===== src/rtl/message_tx_sequencer_if.sv =====
// ---------------------------------------------------------------------------
// message_tx_sequencer_if
//   Event handshake bus between the run-control/sensor logic (master) and the
//   message_tx_sequencer (slave).
//
//   evt_valid  master->slave  1  event present this cycle (single-cycle strobe)
//   evt_type   master->slave  2  0 fault, 1 pickup, 2 deposit, 3 end-of-run
//   evt_unit   master->slave  2  1 E, 2 C, 3 R; 0 invalid
//   evt_su_id  master->slave  3  sub-unit 1..4; other values invalid
//   evt_block  master->slave  2  block 0..3 -> B1..B4
//   evt_ready  slave->master  1  event FIFO not full
// ---------------------------------------------------------------------------
interface message_tx_sequencer_if;
    logic       evt_valid;
    logic [1:0] evt_type;
    logic [1:0] evt_unit;
    logic [2:0] evt_su_id;
    logic [1:0] evt_block;
    logic       evt_ready;

    modport master (
        output evt_valid, evt_type, evt_unit, evt_su_id, evt_block,
        input  evt_ready
    );

    modport slave (
        input  evt_valid, evt_type, evt_unit, evt_su_id, evt_block,
        output evt_ready
    );
endinterface


===== src/rtl/message_tx_sequencer.sv =====
// ---------------------------------------------------------------------------
// message_tx_sequencer
//   Queued status-message generator for the UART TX path. Typed event records
//   are buffered in a small FIFO, each one is expanded into its ASCII string
//   (FIM-XSUn-#, BPM-SU-Bn-#, BDM-XSUn-Bn-#, END-#) and the bytes are paced one
//   per BAUD_DIV clocks towards uart_tx.
//
//   Parameters
//     BAUD_DIV  clk_50M cycles per byte slot (>=16)
//     QDEPTH    event FIFO depth, power of two, 2..16
//     CNT_W     width of drop_count
//
//   Ports
//     clk_50M     in   system clock, 50 MHz
//     rst_n       in   asynchronous active-low reset
//     evt         if   event handshake (slave modport of message_tx_sequencer_if)
//     node_flag   in   node reached; clears the dedup history when enabled
//     tx_byte     out  ASCII byte of the current slot (0 outside a slot)
//     tx_start    out  1-cycle pulse at the start of each byte slot
//     busy        out  message being serialised or FIFO non-empty
//     drop_count  out  events lost to FIFO full, saturating
//
//   Build option
//     MSG_DEDUP_EN  when defined, an accepted event identical to the previous
//                   accepted event is silently discarded until node_flag is
//                   seen; end-of-run events are never discarded.
// ---------------------------------------------------------------------------
module message_tx_sequencer #(
    parameter int BAUD_DIV = 4340,
    parameter int QDEPTH   = 4,
    parameter int CNT_W    = 8
) (
    input  logic                  clk_50M,
    input  logic                  rst_n,
    message_tx_sequencer_if.slave evt,
    input  logic                  node_flag,
    output logic [7:0]            tx_byte,
    output logic                  tx_start,
    output logic                  busy,
    output logic [CNT_W-1:0]      drop_count
);

    localparam int AW = $clog2(QDEPTH);
    localparam int CW = $clog2(BAUD_DIV);
    localparam logic [AW:0]   FULL_CNT  = (AW+1)'(QDEPTH);
    localparam logic [CW-1:0] SLOT_LAST = CW'(BAUD_DIV - 1);

    typedef struct packed {
        logic [1:0] typ;
        logic [1:0] unit;
        logic [2:0] su;
        logic [1:0] blk;
    } evt_rec_t;

    typedef enum logic [1:0] {ST_IDLE, ST_LOAD, ST_SEND} state_t;

    state_t          state_reg, state_next;
    evt_rec_t        fifo_mem [QDEPTH];
    logic [AW-1:0]   wr_ptr_reg, rd_ptr_reg;
    logic [AW:0]     count_reg, count_next;
    logic [CNT_W-1:0] drop_count_reg;
    evt_rec_t        rec_reg;
    logic [3:0]      idx_reg;
    logic [CW-1:0]   slot_cnt_reg;

    evt_rec_t        in_rec;
    logic            fifo_full, fifo_empty;
    logic            pop, room, push, drop, is_dup;
    logic            slot_last;
    logic [7:0]      cur_byte, unit_ch, su_ch, blk_ch;

    assign in_rec     = '{typ: evt.evt_type, unit: evt.evt_unit,
                          su: evt.evt_su_id, blk: evt.evt_block};
    assign fifo_full  = (count_reg == FULL_CNT);
    assign fifo_empty = (count_reg == '0);
    assign pop        = (state_reg == ST_LOAD);
    // A pop in the same cycle frees a slot, so a write on a full FIFO is
    // still accepted then.
    assign room       = !fifo_full || pop;
    assign push       = evt.evt_valid && room && !is_dup;
    assign drop       = evt.evt_valid && !room;
    assign evt.evt_ready = !fifo_full;

`ifdef MSG_DEDUP_EN
    evt_rec_t last_reg;
    logic     last_valid_reg;

    // node_flag in the same cycle clears history first, so the event is kept.
    assign is_dup = evt.evt_valid && room && last_valid_reg && !node_flag &&
                    (in_rec == last_reg) && (in_rec.typ != 2'd3);

    always_ff @(posedge clk_50M or negedge rst_n) begin
        if (!rst_n) begin
            last_reg       <= '0;
            last_valid_reg <= 1'b0;
        end else begin
            if (node_flag)
                last_valid_reg <= 1'b0;
            if (push) begin
                last_reg       <= in_rec;
                last_valid_reg <= 1'b1;
            end
        end
    end
`else
    logic unused_node_flag;
    assign unused_node_flag = node_flag;
    assign is_dup           = 1'b0;
`endif

    // Event storage: plain array with a registered read into rec_reg.
    always_ff @(posedge clk_50M) begin
        if (push)
            fifo_mem[wr_ptr_reg] <= in_rec;
    end

    always_comb begin
        count_next = count_reg;
        case ({push, pop})
            2'b10:   count_next = count_reg + 1'b1;
            2'b01:   count_next = count_reg - 1'b1;
            default: count_next = count_reg;
        endcase
    end

    always_ff @(posedge clk_50M or negedge rst_n) begin
        if (!rst_n) begin
            wr_ptr_reg     <= '0;
            rd_ptr_reg     <= '0;
            count_reg      <= '0;
            drop_count_reg <= '0;
        end else begin
            if (push)
                wr_ptr_reg <= wr_ptr_reg + 1'b1;
            if (pop)
                rd_ptr_reg <= rd_ptr_reg + 1'b1;
            count_reg <= count_next;
            if (drop && (drop_count_reg != '1))
                drop_count_reg <= drop_count_reg + 1'b1;
        end
    end

    // ---------------- FSM: state register ----------------
    always_ff @(posedge clk_50M or negedge rst_n) begin
        if (!rst_n)
            state_reg <= ST_IDLE;
        else
            state_reg <= state_next;
    end

    // ---------------- FSM: next state ----------------
    // A push in the current cycle counts as "FIFO non-empty": the record is
    // written at this edge and LOAD reads it one cycle later.
    assign slot_last = (slot_cnt_reg == SLOT_LAST);

    always_comb begin
        state_next = state_reg;
        unique case (state_reg)
            ST_IDLE: if (!fifo_empty || push) state_next = ST_LOAD;
            ST_LOAD: state_next = ST_SEND;
            ST_SEND: if (slot_last && (cur_byte == 8'h23))
                         state_next = (!fifo_empty || push) ? ST_LOAD : ST_IDLE;
            default: state_next = ST_IDLE;
        endcase
    end

    // ---------------- datapath: held record, byte index, slot counter ----------
    always_ff @(posedge clk_50M or negedge rst_n) begin
        if (!rst_n) begin
            rec_reg      <= '0;
            idx_reg      <= '0;
            slot_cnt_reg <= '0;
        end else begin
            case (state_reg)
                ST_LOAD: begin
                    rec_reg      <= fifo_mem[rd_ptr_reg];
                    idx_reg      <= '0;
                    slot_cnt_reg <= '0;
                end
                ST_SEND: begin
                    if (slot_last) begin
                        slot_cnt_reg <= '0;
                        idx_reg      <= idx_reg + 1'b1;
                    end else begin
                        slot_cnt_reg <= slot_cnt_reg + 1'b1;
                    end
                end
                default: begin
                    slot_cnt_reg <= '0;
                end
            endcase
        end
    end

    // ---------------- message byte table ----------------
    always_comb begin
        unit_ch = "?";
        case (rec_reg.unit)
            2'd1:    unit_ch = "E";
            2'd2:    unit_ch = "C";
            2'd3:    unit_ch = "R";
            default: unit_ch = "?";
        endcase
        su_ch  = ((rec_reg.su >= 3'd1) && (rec_reg.su <= 3'd4)) ?
                 (8'h30 + {5'd0, rec_reg.su}) : "?";
        blk_ch = 8'h31 + {6'd0, rec_reg.blk};
    end

    // Any index past the end of a string reads '#', so a message always ends.
    always_comb begin
        cur_byte = "#";
        case (rec_reg.typ)
            2'd0: case (idx_reg)        // FIM-USUn-#
                4'd0: cur_byte = "F";     4'd1: cur_byte = "I";
                4'd2: cur_byte = "M";     4'd3: cur_byte = "-";
                4'd4: cur_byte = unit_ch; 4'd5: cur_byte = "S";
                4'd6: cur_byte = "U";     4'd7: cur_byte = su_ch;
                4'd8: cur_byte = "-";     default: cur_byte = "#";
            endcase
            2'd1: case (idx_reg)        // BPM-SU-Bb-#
                4'd0: cur_byte = "B";     4'd1: cur_byte = "P";
                4'd2: cur_byte = "M";     4'd3: cur_byte = "-";
                4'd4: cur_byte = "S";     4'd5: cur_byte = "U";
                4'd6: cur_byte = "-";     4'd7: cur_byte = "B";
                4'd8: cur_byte = blk_ch;  4'd9: cur_byte = "-";
                default: cur_byte = "#";
            endcase
            2'd2: case (idx_reg)        // BDM-USUn-Bb-#
                4'd0:  cur_byte = "B";     4'd1:  cur_byte = "D";
                4'd2:  cur_byte = "M";     4'd3:  cur_byte = "-";
                4'd4:  cur_byte = unit_ch; 4'd5:  cur_byte = "S";
                4'd6:  cur_byte = "U";     4'd7:  cur_byte = su_ch;
                4'd8:  cur_byte = "-";     4'd9:  cur_byte = "B";
                4'd10: cur_byte = blk_ch;  4'd11: cur_byte = "-";
                default: cur_byte = "#";
            endcase
            default: case (idx_reg)     // END-#
                4'd0: cur_byte = "E";     4'd1: cur_byte = "N";
                4'd2: cur_byte = "D";     4'd3: cur_byte = "-";
                default: cur_byte = "#";
            endcase
        endcase
    end

    // ---------------- FSM: outputs ----------------
    always_comb begin
        tx_start = 1'b0;
        tx_byte  = 8'h00;
        if (state_reg == ST_SEND) begin
            tx_start = (slot_cnt_reg == '0);
            tx_byte  = cur_byte;
        end
        busy = (state_reg != ST_IDLE) || !fifo_empty;
    end

    assign drop_count = drop_count_reg;

endmodule


===== src/flat_wrapper.sv =====
// flat-port wrapper written by rule: the top's interface ports become plain ports
module message_tx_sequencer_flat 
#(
    parameter int BAUD_DIV = 4340,
    parameter int QDEPTH   = 4,
    parameter int CNT_W    = 8
)
  (clk_50M, rst_n, node_flag, tx_byte, tx_start, busy, drop_count, evt_evt_valid, evt_evt_type, evt_evt_unit, evt_evt_su_id, evt_evt_block, evt_evt_ready);
  message_tx_sequencer_if evt_i ();
  input  logic clk_50M;
  input  logic rst_n;
  input  logic node_flag;
  output logic [7:0] tx_byte;
  output logic tx_start;
  output logic busy;
  output logic [CNT_W-1:0] drop_count;
  input wire logic [$bits(evt_i.evt_valid)-1:0] evt_evt_valid;
  input wire logic [$bits(evt_i.evt_type)-1:0] evt_evt_type;
  input wire logic [$bits(evt_i.evt_unit)-1:0] evt_evt_unit;
  input wire logic [$bits(evt_i.evt_su_id)-1:0] evt_evt_su_id;
  input wire logic [$bits(evt_i.evt_block)-1:0] evt_evt_block;
  output wire logic [$bits(evt_i.evt_ready)-1:0] evt_evt_ready;
  assign evt_i.evt_valid = evt_evt_valid;
  assign evt_i.evt_type = evt_evt_type;
  assign evt_i.evt_unit = evt_evt_unit;
  assign evt_i.evt_su_id = evt_evt_su_id;
  assign evt_i.evt_block = evt_evt_block;
  assign evt_evt_ready = evt_i.evt_ready;
  message_tx_sequencer #(.BAUD_DIV(BAUD_DIV), .QDEPTH(QDEPTH), .CNT_W(CNT_W)) u_core (.clk_50M(clk_50M), .rst_n(rst_n), .evt(evt_i), .node_flag(node_flag), .tx_byte(tx_byte), .tx_start(tx_start), .busy(busy), .drop_count(drop_count));
endmodule

===== config.mk =====
export PLATFORM = sky130hd
export DESIGN_NAME = message_tx_sequencer_flat
export DESIGN_NICKNAME = d
export VERILOG_FILES = /design/src/rtl/message_tx_sequencer_if.sv /design/src/rtl/message_tx_sequencer.sv /design/src/flat_wrapper.sv
export SDC_FILE = /design/constraint.sdc
export NUM_CORES = 1
export LEC_CHECK = 0
export ABC_AREA = 1
export CORE_MARGIN = 2
export CORE_UTILIZATION = 55
export CTS_BUF_LIST = sky130_fd_sc_hd__clkbuf_4 sky130_fd_sc_hd__clkbuf_8
export DETAILED_ROUTE_END_ITERATION = 16
export GPL_TIMING_DRIVEN = 1
export PLACE_DENSITY_LB_ADDON = 0.05
export SYNTH_ARGS = -nofsm -noshare
export SYNTH_HDL_FRONTEND = slang
export SYNTH_SLANG_ARGS = --single-unit

===== constraint.sdc =====
create_clock -name clk_50M -period 2 [get_ports clk_50M]
set_input_delay 0.3 -clock clk_50M [delete_from_list [all_inputs] [get_ports clk_50M]]
set_output_delay 0.3 -clock clk_50M [all_outputs]
set_load 0.02 [all_outputs]

After elaboration in Yosys (flattened, before gate mapping)
Memories as Yosys holds them, arrays and structs flattened. A register that Yosys moved wholly into a read port is not among the register bits.
Cells that the tools add are included.

word-level totals
  flip-flop bits (word level) = 34
  bits in writable memories = 36
  word-level logic and storage cells = 93
  memories = 1
  input bits = 13
  output and inout port bits = 19

memory list
  memory           depth  bits a word  rd ports  clocked after Yosys merged registers in  wr ports  line                        text
  u_core.fifo_mem  4      9            1         1                                        1         message_tx_sequencer.sv:58  evt_rec_t fifo_mem [QDEPTH];

operators by class
  reduce and logical (&&, ||, !) cells = 27
  mux-type cells = 20
  add/subtract/negate cells = 9
  eq/ne operators = 27
  $lt $le $gt $ge = 2

operator list
  cell                   number
  $pmux 8 s9             1
  $pmux 8 s8             1
  $pmux 8 s7             1
  $pmux 7 s4             1
  $mux 13                2
  $pmux 8 s3             1
  $pmux 7 s3             1
  $eq 4x3->1 const B     4
  $eq 4x4->1 const B     4
  $mux 8                 2
  $add 13x1->13 const B  1
  $eq 13x13->1 const B   1
  $logic_not 13->1       1
  $eq 2x2->1 const B     5
  $add 8x1->8 const B    1
  $eq 2x1->1 const B     4
  $eq 4x2->1 const B     2
  $eq 8x6->1 const B     1
  $ne 8x8->1 const B     1
  $pmux 4 s2             1
  $add 6x2->7 const A    1
  $add 6x3->7 const A    1
  $ne 2x1->1 const B     3
  $pmux 2 s3             1
  other kinds (22)       43

Logic depth before layout (Yosys ltp)
  depth after elaboration = 9
  gate-level depth with buffers = 15
  depth with buffers taken out = 15

Least setup slack after synthesis
No wires, ideal clock.

  path type = reg-to-output
  start = register u_core.idx_reg[0]
  end = output tx_byte[1]
  stages on the path, launching flop included = 10
  required time = 1.700 ns
  arrival time = 1.833 ns
  path buffers = 0
  slack = -0.133 ns
  cells stage by stage = dfrtp_1 -> inv_1 -> ha_1 -> nand3_4 -> nand2_1 -> nor2_1 -> nand3_2 -> a21oi_2 -> nor2_2 -> nor3_1

between the ends
  word-level cells in the longest chain between the ends = 5
  elaborated cells between the ends (all ways) = 23
  classes of those cells = eq/ne (11); mux (6); reduce/logical (6)

RTL lines
  element                                                                     line                                                                                   text
  start: declaration                                                          message_tx_sequencer.sv:63                                                             logic [3:0] idx_reg;
  start signal: assignment                                                    message_tx_sequencer.sv:183                                                            idx_reg <= idx_reg + 1'b1;
  $eq 4x4->1 (tied with other cells)                                          message_tx_sequencer.sv:213, message_tx_sequencer.sv:220, message_tx_sequencer.sv:228
  $reduce_or 3->1 (no source line) / $reduce_or 2->1 (equally long branches)  n/a
  $pmux 8 s9 (tied with other cells)                                          message_tx_sequencer.sv:228                                                            2'd2: case (idx_reg)
  $pmux 8 s3 (*)                                                              message_tx_sequencer.sv:212                                                            case (rec_reg.typ)
  $mux 8 (*)                                                                  message_tx_sequencer.sv:249                                                            if (state_reg == ST_SEND) begin
  end: declaration                                                            flat_wrapper.sv:13                                                                     output logic [7:0] tx_byte;

Mark *: on every way between the ends. The rest lies on a longest branch, timed or not.

Worst setup path in the final report
  start = register u_core.idx_reg[1]
  end = output tx_byte[3]

The elaborated chain is that of the path after synthesis.

==> summary.md <==
| Metric | Value |
|---|---|
| Max FFs per register | 36 |
| Worst path required time | 1700 ps |
| # setup viols final | 9 |
| Outcome | finished, violations left |
| Die area | 8630 um2 |
| CORE AREA | ~7700 um2 |
| CP arrival | 2120 ps |
| Seq/Total Area, Yosys | 49.6% |
| Level count of the clock H-tree | 3 |
| Number of synthesized flops with an enable pin | 36 |
| Routed vias | about 3700 |
| Power per standard cell area | 1110 nW/um2 |
| Area Growth Syn to Fin | 33.6% |
| Min Hold Slack | 29.2 ps |
| Synth unique cells | 45 |
| Iteration-0 DRC Markers | 190 |
| Antenna violations before repair | 0 |
| Worst Path Max Fanout | 7 |
| Die W | ~93 um |
| Clock skew | 12.7 ps |
| Fmax | 413 MHz |
| Post-Syn Area per Cell | 9.00 um2 |
| Site Rows | 32 |
| Half-perimeter wire length after detailed placement | 7.33 mm |
| Final design utilization | between 70% and 80% |
| DRT Wirelength | 10.3 mm |
| Clk_lat worst skew | 350 ps |
| Final Non-Filler Cells | 705 |
| WS Path Type | reg -> out |
| CTS tree | yes |
| Vias per inst | between 5 and 6 |
| Largest net degree at the start of global routing | 35 |
| Top post-synthesis cells by area | edfxtp_1 25%, dfrtp_1 25%, nor2_1 6.1% |
| Post-Syn Area | 4350 um2 |
| Top-count cell post-synth | nor2_1 |
| First-pass GRT wire length | approximately 17 mm |
| Main synth FF type | dfrtp_1 |
| Max Cap Viol | 0 |
| Fill cell count | 549 |
| Post-Synthesis Cells | 483 |
| Port Buf Inserts | 29 |
| RSZ-0062 raised after global routing | true |
| Count of final max-slew check failures | 0 |
| Yosys warns | 0 |
| Layout cells sized above 1 | 32.2% |
| Routed wire length per instance | 14.6 um |
| Failing checks | negative setup slack |
| Worst-path clk slew | 80 ps |
| Diodes inserted | 0 |
| Slew @ Worst Pin | 804 ps |
| Worst min-delay path class | in -> async |
| Vias in the first global route | 3614 |
| Final period util | 121% |
| Leak Pwr | 2.59 nW |
| Number of antenna-violating nets in the routed design | 0 |
| Setup ws final | -419 ps |
| Initial core utilization | 56.6% |
| Rel. slew slack | 46.4% |
| Post-synthesis async set-or-reset flop share | ~54% |
| I/O Pins | 32 |
| Hold Fails Final Rpt | 0 |
| VDD IR max | ~800 uV |
| Synth top cells by count | 71 x nor2_1, 70 x nand2_1, 52 x inv_1 |
| Setup_tns | -3090 ps |
| # DRC | 0 |
| CTS Buf Count | 9 |
| Register cell area after layout | 2160 um2 |
| Final min period | around 2400 ps |
| Die height | 92.9 um |
| RePlAce Congestion | 0.974 |
| Placed cells | 674 |
| Cell taking the most area after synthesis | edfxtp_1 |
| Critical path startpoint category | register |
| Root Buffer | clkbuf_8 |
| Top cell type's share of synthesized area | 24.9% |
| CTS Sinks | 79 |
| #FFs+latches synth | 79 |
| Longest Clk Path Bufs | 2 |
| All-Layer GR Usage | 25.3% |
| TritonRoute pass-1 iters | 4 |
| Critical Path Sink Type | primary output |
| Nets | 629 |
| Grt ovf | 0 |
| Reg2Reg Depth | 16 |
| Multi-input logic area | 2140 um2 |
| Synth Net Count | roughly 510 |
what timing repair did:
item,in CTS,in global routing
cloned,0,0
hold buffers,0,0
buffers inserted,8,7
pin swaps,10,13
gates resized for setup,72,37
endpoints found under the setup margin,10,12
power by group:
group	internal [W]	switching (W)
Clock	0.000715	0.000578
Combinational	0.00119	0.00163
Sequential	0.00210	0.000256
Total	0.00401	0.00246
path summary, 6_finish.rpt:
path	slack [ps]	endpoint	startpoint
setup / recovery	-420	tx_byte[3]	u_core.idx_reg[1]
hold / removal	30	u_core.rec_reg[6]	rst_n
setup reg to reg	-170	u_core.state_reg[1]	u_core.idx_reg[1]
hold reg to reg	480	u_core.slot_cnt_reg[0]	u_core.slot_cnt_reg[0]
max in group asynchronous	1350	u_core.drop_count[6]	rst_n
min in group clk_50M	480	u_core.slot_cnt_reg[0]	u_core.slot_cnt_reg[0]
worst max-delay path, cell delays in order, from the launching register on:
cell and delay [ps]:
dfrtp_1 440, inv_2 140, ha_4 220, nand3_4 170, nor2_2 150, inv_2 50, nand2_1 70, nor2_2 50
a21oi_1 160, o21ai_1 100, nor2_2 70, buf_2 160
layer usage:
| metal | GRT usage [%] | share of wire (%) |
|---|---|---|
| met1 | 32.2 | 42 |
| met2 | 42.1 | 50 |
| met3 | 6.18 | 4.8 |
| met4 | 9.07 | 2.4 |
| met5 | 0 | 0 |
layout by cell type (no fill, tap or decap), types with 15 or more instances in the layout:
cell	count
nor2_2	15
nor2_1	61
nand3_1	24
nand2_1	62
clkdlybuf4s50_1	19
edfxtp_1	36
o21ai_0	35
dfrtp_1	41
inv_1	47
buf_4	83
kinds of logic (layout without fill, tap and decap cells):
family | after synthesis | count (layout) | share of synthesized area (%)
AND/OR/NAND/NOR | 225 | 225 | 25.3
adder cells (fa/ha/maj) | 18 | 18 | 5.35
AO/OA/AOI/OAI | 72 | 72 | 9.30
buffers and inverters | 69 | 189 | 6.47
flip-flops | 79 | 79 | 49.6
other | 1 | 1 | 0.0862
multiplexers | 1 | 1 | 0.259
XOR/XNOR | 18 | 18 | 3.63
per-stage QoR:
stage	setup slack [ps]	cell area, um2	total power (W)
3_3_place_gp	-645	5240	0.00499
6_report	-419	5810	0.00647
3_5_place_dp	-673	5240	0.00508
5_1_grt	-559	5810	0.00691
4_1_cts	-435	5630	0.00639
2_1_floorplan	14.7	4360	0.00391
layout make-up:
cell class	instances	area share (%)
flip-flops and latches	79	37.2
multi-input cells	335	36.9
repair buffers	114	16.0
inverters	59	4.01
clock buffers	10	2.26
well taps	102	2.20
clock inverters	6	1.49
No activity file was read; power rests on OpenSTA's default activity.
